<file path="config.mk">
export PLATFORM = sky130hd
export DESIGN_NAME = alu_issue_stage
export DESIGN_NICKNAME = d
export VERILOG_FILES = /design/src/rtl/alu_pkg.sv /design/src/rtl/alu_skid_buffer.sv /design/src/rtl/alu_issue_stage.sv
export SDC_FILE = /design/constraint.sdc
export NUM_CORES = 1
export LEC_CHECK = 0
export CORE_MARGIN = 5
export CORE_UTILIZATION = 53
export CTS_BUF_LIST = sky130_fd_sc_hd__clkbuf_16
export DETAILED_ROUTE_END_ITERATION = 10
export GPL_TIMING_DRIVEN = 0
export PLACE_DENSITY_LB_ADDON = 0.08
export SETUP_SLACK_MARGIN = 0.02
export SLEW_MARGIN = 20
export SYNTH_ARGS = -nofsm -noshare
export SYNTH_HDL_FRONTEND = slang
export SYNTH_SLANG_ARGS = --single-unit
</file>
<file path="constraint.sdc">
create_clock -name clk -period 3.4 [get_ports clk]
set_input_delay 1.02 -clock clk [delete_from_list [all_inputs] [get_ports clk]]
set_output_delay 1.02 -clock clk [all_outputs]
set_load 0.01 [all_outputs]
</file>
<file path="src/rtl/alu_pkg.sv">
// Shared constants and the issue bundle type for the ALU issue stage.
package alu_pkg;

  // ALU operation codes
  localparam logic [3:0] AluOpAdd  = 4'b0000;
  localparam logic [3:0] AluOpSub  = 4'b0001;
  localparam logic [3:0] AluOpOr   = 4'b0010;
  localparam logic [3:0] AluOpSltu = 4'b0011;
  localparam logic [3:0] AluOpXor  = 4'b0100;
  localparam logic [3:0] AluOpSll  = 4'b0101;
  localparam logic [3:0] AluOpSra  = 4'b0110;
  localparam logic [3:0] AluOpSrl  = 4'b0111;
  localparam logic [3:0] AluOpAnd  = 4'b1001;
  localparam logic [3:0] AluOpSlt  = 4'b1011;

  // RV32I major opcodes handled by this stage
  localparam logic [6:0] OpcOp    = 7'b0110011;
  localparam logic [6:0] OpcOpImm = 7'b0010011;
  localparam logic [6:0] OpcLui   = 7'b0110111;
  localparam logic [6:0] OpcAuipc = 7'b0010111;

  // 75-bit bundle handed to the ALU
  typedef struct packed {
    logic [3:0]  oper;
    logic [31:0] a;
    logic [31:0] b;
    logic [4:0]  rd;
    logic        we;
    logic        illegal;
  } issue_bundle_t;

endpackage

</file>
<file path="src/rtl/alu_skid_buffer.sv">
// Generic 2-entry valid/ready buffer. in_ready is a pure function of state, so there
// is no combinational path from out_ready back to the producer.
module alu_skid_buffer #(
  parameter int unsigned WIDTH = 75
) (
  input  logic             clk,
  input  logic             rst,
  input  logic             flush,
  input  logic             in_valid,
  output logic             in_ready,
  input  logic [WIDTH-1:0] in_data,
  output logic             out_valid,
  input  logic             out_ready,
  output logic [WIDTH-1:0] out_data
);

  typedef enum logic [1:0] {StEmpty, StOne, StTwo} state_e;

  state_e           state_q, state_d;
  logic [WIDTH-1:0] out_q, skid_q;
  logic             accept, xfer;
  logic             load_out_in, load_out_skid, load_skid;

  assign accept = in_valid & in_ready;
  assign xfer   = out_valid & out_ready;

  // State register
  always_ff @(posedge clk) begin
    if (rst) begin
      state_q <= StEmpty;
    end else begin
      state_q <= state_d;
    end
  end

  // Next state and data-register load selects
  always_comb begin
    state_d       = state_q;
    load_out_in   = 1'b0;
    load_out_skid = 1'b0;
    load_skid     = 1'b0;
    unique case (state_q)
      StEmpty: begin
        if (accept) begin
          state_d     = StOne;
          load_out_in = 1'b1;
        end
      end
      StOne: begin
        if (accept && xfer) begin
          load_out_in = 1'b1;
        end else if (accept) begin
          state_d   = StTwo;
          load_skid = 1'b1;
        end else if (xfer) begin
          state_d = StEmpty;
        end
      end
      StTwo: begin
        if (xfer) begin
          state_d       = StOne;
          load_out_skid = 1'b1;
        end
      end
      default: state_d = StEmpty;
    endcase
    // Flush discards buffered entries and anything offered this cycle
    if (flush) begin
      state_d       = StEmpty;
      load_out_in   = 1'b0;
      load_out_skid = 1'b0;
      load_skid     = 1'b0;
    end
  end

  // Handshake outputs decoded from state only
  always_comb begin
    in_ready  = (state_q != StTwo);
    out_valid = (state_q != StEmpty);
  end

  // Output and skid data registers
  always_ff @(posedge clk) begin
    if (rst) begin
      out_q  <= '0;
      skid_q <= '0;
    end else begin
      if (load_out_in) begin
        out_q <= in_data;
      end else if (load_out_skid) begin
        out_q <= skid_q;
      end
      if (load_skid) begin
        skid_q <= in_data;
      end
    end
  end

  assign out_data = out_q;

endmodule

</file>
<file path="src/rtl/alu_issue_stage.sv">
// RV32I decode-and-issue stage for OP, OP-IMM, LUI and AUIPC, feeding the ALU
// through a registered 2-entry skid buffer.
module alu_issue_stage
  import alu_pkg::*;
#(
  parameter int unsigned XLEN = 32
) (
  input  logic            clk,
  input  logic            rst,
  input  logic            flush,
  input  logic            in_valid,
  output logic            in_ready,
  input  logic [31:0]     in_instr,
  input  logic [XLEN-1:0] in_pc,
  input  logic [XLEN-1:0] rs1_data,
  input  logic [XLEN-1:0] rs2_data,
  output logic            out_valid,
  input  logic            out_ready,
  output logic [3:0]      out_oper,
  output logic [XLEN-1:0] out_a,
  output logic [XLEN-1:0] out_b,
  output logic [4:0]      out_rd,
  output logic            out_we,
  output logic            out_illegal
);

  issue_bundle_t dec, out_bundle;

  logic [6:0]  opcode, funct7;
  logic [2:0]  funct3;
  logic [4:0]  rd;
  logic [31:0] imm_i, imm_u, shamt_imm, shamt_reg;
  logic        legal;

  assign opcode    = in_instr[6:0];
  assign rd        = in_instr[11:7];
  assign funct3    = in_instr[14:12];
  assign funct7    = in_instr[31:25];
  assign imm_i     = {{20{in_instr[31]}}, in_instr[31:20]};
  assign imm_u     = {in_instr[31:12], 12'b0};
  assign shamt_imm = {27'b0, in_instr[24:20]};
  // The ALU saturates large shift amounts, so register shifts must be masked here
  assign shamt_reg = {27'b0, rs2_data[4:0]};

  // Combinational decode of the incoming instruction into an issue bundle
  always_comb begin
    dec      = '0;
    dec.oper = AluOpAdd;
    dec.rd   = rd;
    legal    = 1'b1;
    unique case (opcode)
      OpcOp: begin
        dec.a = rs1_data;
        dec.b = rs2_data;
        unique case (funct3)
          3'b000: dec.oper = funct7[5] ? AluOpSub : AluOpAdd;
          3'b001: begin
            dec.oper = AluOpSll;
            dec.b    = shamt_reg;
          end
          3'b010: dec.oper = AluOpSlt;
          3'b011: dec.oper = AluOpSltu;
          3'b100: dec.oper = AluOpXor;
          3'b101: begin
            dec.oper = funct7[5] ? AluOpSra : AluOpSrl;
            dec.b    = shamt_reg;
          end
          3'b110: dec.oper = AluOpOr;
          3'b111: dec.oper = AluOpAnd;
        endcase
        if (funct7 == 7'b0100000) begin
          legal = (funct3 == 3'b000) || (funct3 == 3'b101);
        end else if (funct7 != 7'b0000000) begin
          legal = 1'b0;
        end
      end
      OpcOpImm: begin
        dec.a = rs1_data;
        dec.b = imm_i;
        unique case (funct3)
          3'b000: dec.oper = AluOpAdd;
          3'b001: begin
            dec.oper = AluOpSll;
            dec.b    = shamt_imm;
            legal    = (funct7 == 7'b0000000);
          end
          3'b010: dec.oper = AluOpSlt;
          3'b011: dec.oper = AluOpSltu;
          3'b100: dec.oper = AluOpXor;
          3'b101: begin
            dec.oper = funct7[5] ? AluOpSra : AluOpSrl;
            dec.b    = shamt_imm;
            legal    = (funct7 == 7'b0000000) || (funct7 == 7'b0100000);
          end
          3'b110: dec.oper = AluOpOr;
          3'b111: dec.oper = AluOpAnd;
        endcase
      end
      OpcLui: begin
        dec.a = '0;
        dec.b = imm_u;
      end
      OpcAuipc: begin
        dec.a = in_pc;
        dec.b = imm_u;
      end
      default: legal = 1'b0;
    endcase
    // Illegal bundles of any kind carry a neutral ADD 0,0 to the trap logic
    if (!legal) begin
      dec.oper = AluOpAdd;
      dec.a    = '0;
      dec.b    = '0;
    end
    dec.illegal = ~legal;
    dec.we      = legal && (rd != 5'd0);
  end

  alu_skid_buffer #(
    .WIDTH($bits(issue_bundle_t))
  ) u_skid (
    .clk      (clk),
    .rst      (rst),
    .flush    (flush),
    .in_valid (in_valid),
    .in_ready (in_ready),
    .in_data  (dec),
    .out_valid(out_valid),
    .out_ready(out_ready),
    .out_data (out_bundle)
  );

  assign out_oper    = out_bundle.oper;
  assign out_a       = out_bundle.a;
  assign out_b       = out_bundle.b;
  assign out_rd      = out_bundle.rd;
  assign out_we      = out_bundle.we;
  assign out_illegal = out_bundle.illegal;

endmodule
</file>
# After elaboration in Yosys (flattened, before gate mapping)
# Cells that the tools add are included.
# word_totals
register_bits	152
input_bits	133
out_inout_bits	77
wordCells	71
# classes
eq_ne	19
n_mux	31
n_bitwise	3
reduce_logical	15
# ops
cell	n
$pmux 64 s4	1
$mux 75	2
$mux 68	1
$mux 32	2
$pmux 4 s8	2
$eq 7x6->1 const B	3
$eq 7x5->1 const B	2
$mux 1	13
$eq 3x3->1 const B	4
$mux 2	5
$pmux 4 s2	1
$logic_not 7->1	1
$reduce_bool 7->1	1
$eq 3x2->1 const B	2
$pmux 2 s3	1
$reduce_or 2->1	3
$reduce_bool 5->1	1
$ne 2x1->1 const B	2
$ne 2x2->1 const B	2
$pmux 1 s2	2
$reduce_and 4->1	1
$reduce_bool 2->1	2
$eq 3x1->1 const B	1
$logic_not 3->1	1
other kinds (9)	12

# Depth between registers and ports, before layout
# logic_depth
depth_word	7
depth_mapped	7
ltp_nobuf	4

# Hierarchy
# From an unflattened synthesis, not the netlist that was laid out.
# hier_totals
cells_unflattened	996
area_unflattened_um2	8187.9
# modules_own_cells
module	n_inst	cells_per_inst	area_per_inst_um2
alu_skid_buffer	1	787	6872.8
alu_issue_stage	1	209	1315.0

# Worst setup path before layout
# OpenSTA, ideal clock, no wires.
# synth_timing
path_type	input-to-reg
from	input in_instr[27]
to	register u_skid.out_q[48] (netlist: u_skid.out_data[48])
setup_time_ns	0.096
arrival_time_ns	2.389
t_required_ns	3.304
setup_slack_ns	0.915
cell_stages	6
n_path_buf	2
cell_sequence	or4_1 > nor3_2 > a31oi_1 > buf_4 > buf_6 > o41ai_2
# synth_between
elab_chain_len	6
word_cells_on_any_way	10
cone_classes	eq/ne: 1; mux: 6; reduce/logical: 3
# synth_rtl
item	line_no	rtl
start, declared	alu_issue_stage.sv:13	input logic [31:0] in_instr,
$eq 7x6->1, or another cell as far along	alu_issue_stage.sv:71, alu_issue_stage.sv:93	
$logic_or 1x1->1 or $mux 1 (tied branches)	alu_issue_stage.sv:93, alu_issue_stage.sv:73	
$pmux 1 s2 or $mux 1 (tied branches)	alu_issue_stage.sv:80, alu_issue_stage.sv:71	
$pmux 1 s3 *	alu_issue_stage.sv:51	unique case (opcode)
$mux 68 *	alu_issue_stage.sv:110	if (!legal) begin
$mux 75 *	alu_skid_buffer.sv:88	if (load_out_in) begin
end signal, assigned	alu_skid_buffer.sv:89	out_q <= in_data;
end signal, assigned	alu_skid_buffer.sv:91	out_q <= skid_q;
end, declared	alu_skid_buffer.sv:20	logic [WIDTH-1:0] out_q, skid_q;
# Mark *: on every way between the ends. The rest lies on a longest branch, timed or not.
# A chain may end at the register's enable or synchronous reset.

# Worst setup path in the final report
# layout_timing
from	input in_instr[0]
to	register u_skid.skid_q[36]
# layout_between
elab_chain_len	4
word_cells_on_any_way	8
cone_classes	eq/ne: 4; mux: 3; reduce/logical: 1
# layout_rtl
item	line_no	rtl
$eq 7x5->1 or $eq 7x6->1 (tied branches)	alu_issue_stage.sv:51	
$reduce_or 2->1 (no source line)	--	
$pmux 1 s3	alu_issue_stage.sv:51	
$mux 68 *	alu_issue_stage.sv:110	
end signal, assigned	alu_skid_buffer.sv:94	skid_q <= in_data;
end, declared	alu_skid_buffer.sv:20	
# Marked as above.

==> impl_results.md <==
- Top cell by count, worst path: clkbuf_1
- Number of synthesized flops with an enable pin: 0
- Slowest stage delay, CP: 460 ps
- WL per Instance: 18.84 µm
- Cts hold-fix bufs: 0
- Resized cells post-CTS: 0
- Unrepaired setup endpoints after global routing: no
- Syn nets: 1023
- Buffer depth of the longest clock path: 2
- Worst EP arrival: 3460 ps
- N_diodes: 0
- Peak VDD IR: 0.3771 mV
- Nets: 1250
- Tcrit/Tclk final: 0.9199
- Initial DRC count: 575
- First-pass GRT wire length: 39570 µm
- Core region area: 14640 µm²
- Grt ovf: 0
- Critical path class: input port to flip-flop
- Via count: 7618
- GR Util All Layers: 0.2757
- Final ANT Viol Nets: 0
- Port Buf Inserts: 208
- Main flop type after synthesis: dfxtp_1
- Setup TNS: 0 ps
- CTS sink count: 152
- Largest net degree at the start of global routing: 17
- Filler cells: 1131
- Top cell type's share of synthesized area: 0.3828
- MaxCap Viol Count: 0
- Slowest CP cell: clkbuf_1
- Top cells by count, synth: 190 x nand2_1, 152 x dfxtp_1, 67 x inv_1, 66 x mux2_2, 55 x o41ai_2
- Root buf cell: clkbuf_16
- Synth cell types: 46
- Post-CTS setup buffer count: 0
- Lkg Pwr: 4.160 nW
- DR pass1 iterations: 5
- Horiz. Die Dim: 132.5 µm
- Worst Tran Pin Value: 1035 ps
- Post-route minimum period: 3128 ps
- PD cells: 381.8 nW/µm²
- Worst rel slew slack: 0.3102
- Area of the multi-input gates: 4242 µm²
- Final setup violating endpoints: 0
- TritonCTS Buffers: 17
- Setup crit start kind: input port
- Share of cells above drive strength 1: 0.1621
- CTS tree: done
- Initial Utilization: 0.5428
- DP HPWL: 17950 µm
- Most common cell in the netlist: nand2_1
- I/O Pins: 210
- Slew Viols, Final: 0
- Initial antenna violation count: 0
- Worst skew pair latency: 430 ps
- Dominant cell type by area after synthesis: dfxtp_1
- Clock skew: 7.582 ps
- Ys Warns: 0
- Critical Path RT: 3730 ps
- Synthesized cell area: 7949 µm²
- Core Util, Final: 0.7400
- Register-to-register setup slack: 1010 ps
- Worst path cell trace: clkdlybuf4s50_1 > and3b_1 > clkbuf_1 > and2_1 > clkbuf_1 > clkbuf_1 > o21ai_0 > o31ai_1
- Worst R2R Path Depth: 7
- Drt total wl: 24740 µm
- Final Hold Fails: 0
- Num rows: 44
- Vias in the first global route: 7649
- Maximum fanout along the worst path: 10
- Number of cells on the worst hold path: 2
- Top post-synthesis cells by area: dfxtp_1 38%, o41ai_2 11%, mux2_2 9.3%
- Gp weighted congestion: 0.8866
- Clock Pin Slew Worst Setup and Hold Paths: 60 ps
- Worst setup EP type: flip-flop
- Post-synthesis sequential area ratio: 0.3828
- Vias/cell: 5.802
- Asr flop ratio synth: 0
- Status: finished, final reports clean
- Avg Inst Size Synth: 8.931 µm²
- Syn Inst Count: 890
- Worst Hold Class: flip-flop to flip-flop
- Maximum clock frequency: 319.7 MHz
- Die Y: 132.5 µm
- DRC Markers: 0
- Area of the die: 17550 µm²
- Area growth syn-to-layout: 36.33%
- # H-tree levels: 4
- Sequential cell area: 3043 µm²
- Flops & latches, synth: 152
[layout by cell type, fill, tap and decap left out, types with 2 or more instances in the layout]
cell type / netlist / routed
buf_6: 6 / 6
nand4_1: 2 / 2
o41ai_2: 55 / 55
clkinv_1: 0 / 2
a21oi_1: 16 / 16
a32o_1: 19 / 19
o41ai_1: 9 / 9
bufinv_16: 0 / 2
o31ai_1: 48 / 48
clkdlybuf4s50_1: 0 / 208
or2_2: 2 / 2
buf_1: 8 / 8
inv_6: 0 / 3
o211ai_1: 2 / 2
nand2b_1: 5 / 5
nor2b_1: 4 / 4
nor3_1: 6 / 6
nand2_1: 190 / 190
clkinv_4: 0 / 3
nand3_1: 7 / 7
mux2_2: 66 / 66
a22oi_1: 5 / 5
buf_2: 21 / 21
clkinvlp_4: 0 / 4
a221oi_1: 2 / 2
a211oi_1: 19 / 19
o22ai_1: 33 / 33
clkbuf_1: 54 / 54
o21ai_0: 23 / 23
inv_1: 67 / 67
dfxtp_1: 152 / 152
o32ai_1: 6 / 6
mux2i_1: 14 / 14
clkbuf_16: 0 / 17
nor2_1: 12 / 12
and2_1: 20 / 20
[per-layer routing]
metal / routed length, µm / GRT usage
met5: 0 / 0
met4: 698 / 0.1161
met3: 1933 / 0.06758
met2: 11490 / 0.4436
met1: 10620 / 0.3546
[per-stage QoR]
stage / power, W / hold WS, ps / cell area [µm²] / setup WS [ps] / cells
after floorplan: 0.002052 / 414.1 / 7949 / 915.3 / 890
after global placement: 0.002302 / 427.9 / 10260 / -105.9 / 1282
after detailed placement: 0.002303 / 434.2 / 10260 / -118.1 / 1282
after CTS: 0.004139 / 450.7 / 10840 / 304.5 / 1313
after global routing: 0.004266 / 470.2 / 10840 / 129.9 / 1313
final: 0.004138 / 448.8 / 10840 / 272.5 / 1313
[flip-flops by register name (all words and copies together), names as in the netlist]
| signal | flops |
|---|---|
| u_skid.out_data | 75 |
| u_skid.skid_q | 75 |
| u_skid.state_q | 2 |
[final timing paths]
path                                       start                             end
setup / recovery                     in_instr[0]  u_skid.skid_q[36]$_SDFFE_PP0P_
hold / removal    u_skid.skid_q[47]$_SDFFE_PP0P_  u_skid.skid_q[47]$_SDFFE_PP0P_
setup reg to reg  u_skid.state_q[0]$_SDFFE_PP0P_  u_skid.skid_q[69]$_SDFFE_PP0P_
hold reg to reg   u_skid.skid_q[47]$_SDFFE_PP0P_  u_skid.skid_q[47]$_SDFFE_PP0P_
[cell families (layout without fill, tap and decap cells)]
logic type,after synthesis,in the layout,share of synthesized area
AND/OR/NAND/NOR,256,256,0.1385
AO/OA/AOI/OAI,243,243,0.2818
buffers and inverters,157,396,0.08358
flip-flops,152,152,0.3828
multiplexers,80,80,0.1111
XOR/XNOR,2,2,0.002204
[layout make-up]
| type | instances | area share |
|---|---|---|
| repair buffers | 208 | 0.1921 |
| inverters | 67 | 0.02321 |
| flip-flops and latches | 152 | 0.2808 |
| clock inverters | 14 | 0.01386 |
| clock buffers | 17 | 0.03926 |
| plain buffers | 90 | 0.03810 |
| well taps | 184 | 0.02124 |
| multi-input cells | 581 | 0.3914 |
[critical path, delay by kind of cell]
kind | cells | cell delay (ps)
AND/OR/NAND/NOR | 2 | 320
buffers and inverters | 4 | 1560
AO/OA/AOI/OAI | 2 | 550
[where the power goes]
part           switching (W)  internal (W)
Sequential        0.00000351       0.00179
Clock               0.000786       0.00108
Combinational       0.000257      0.000225
No activity file was read; power rests on OpenSTA's default activity.
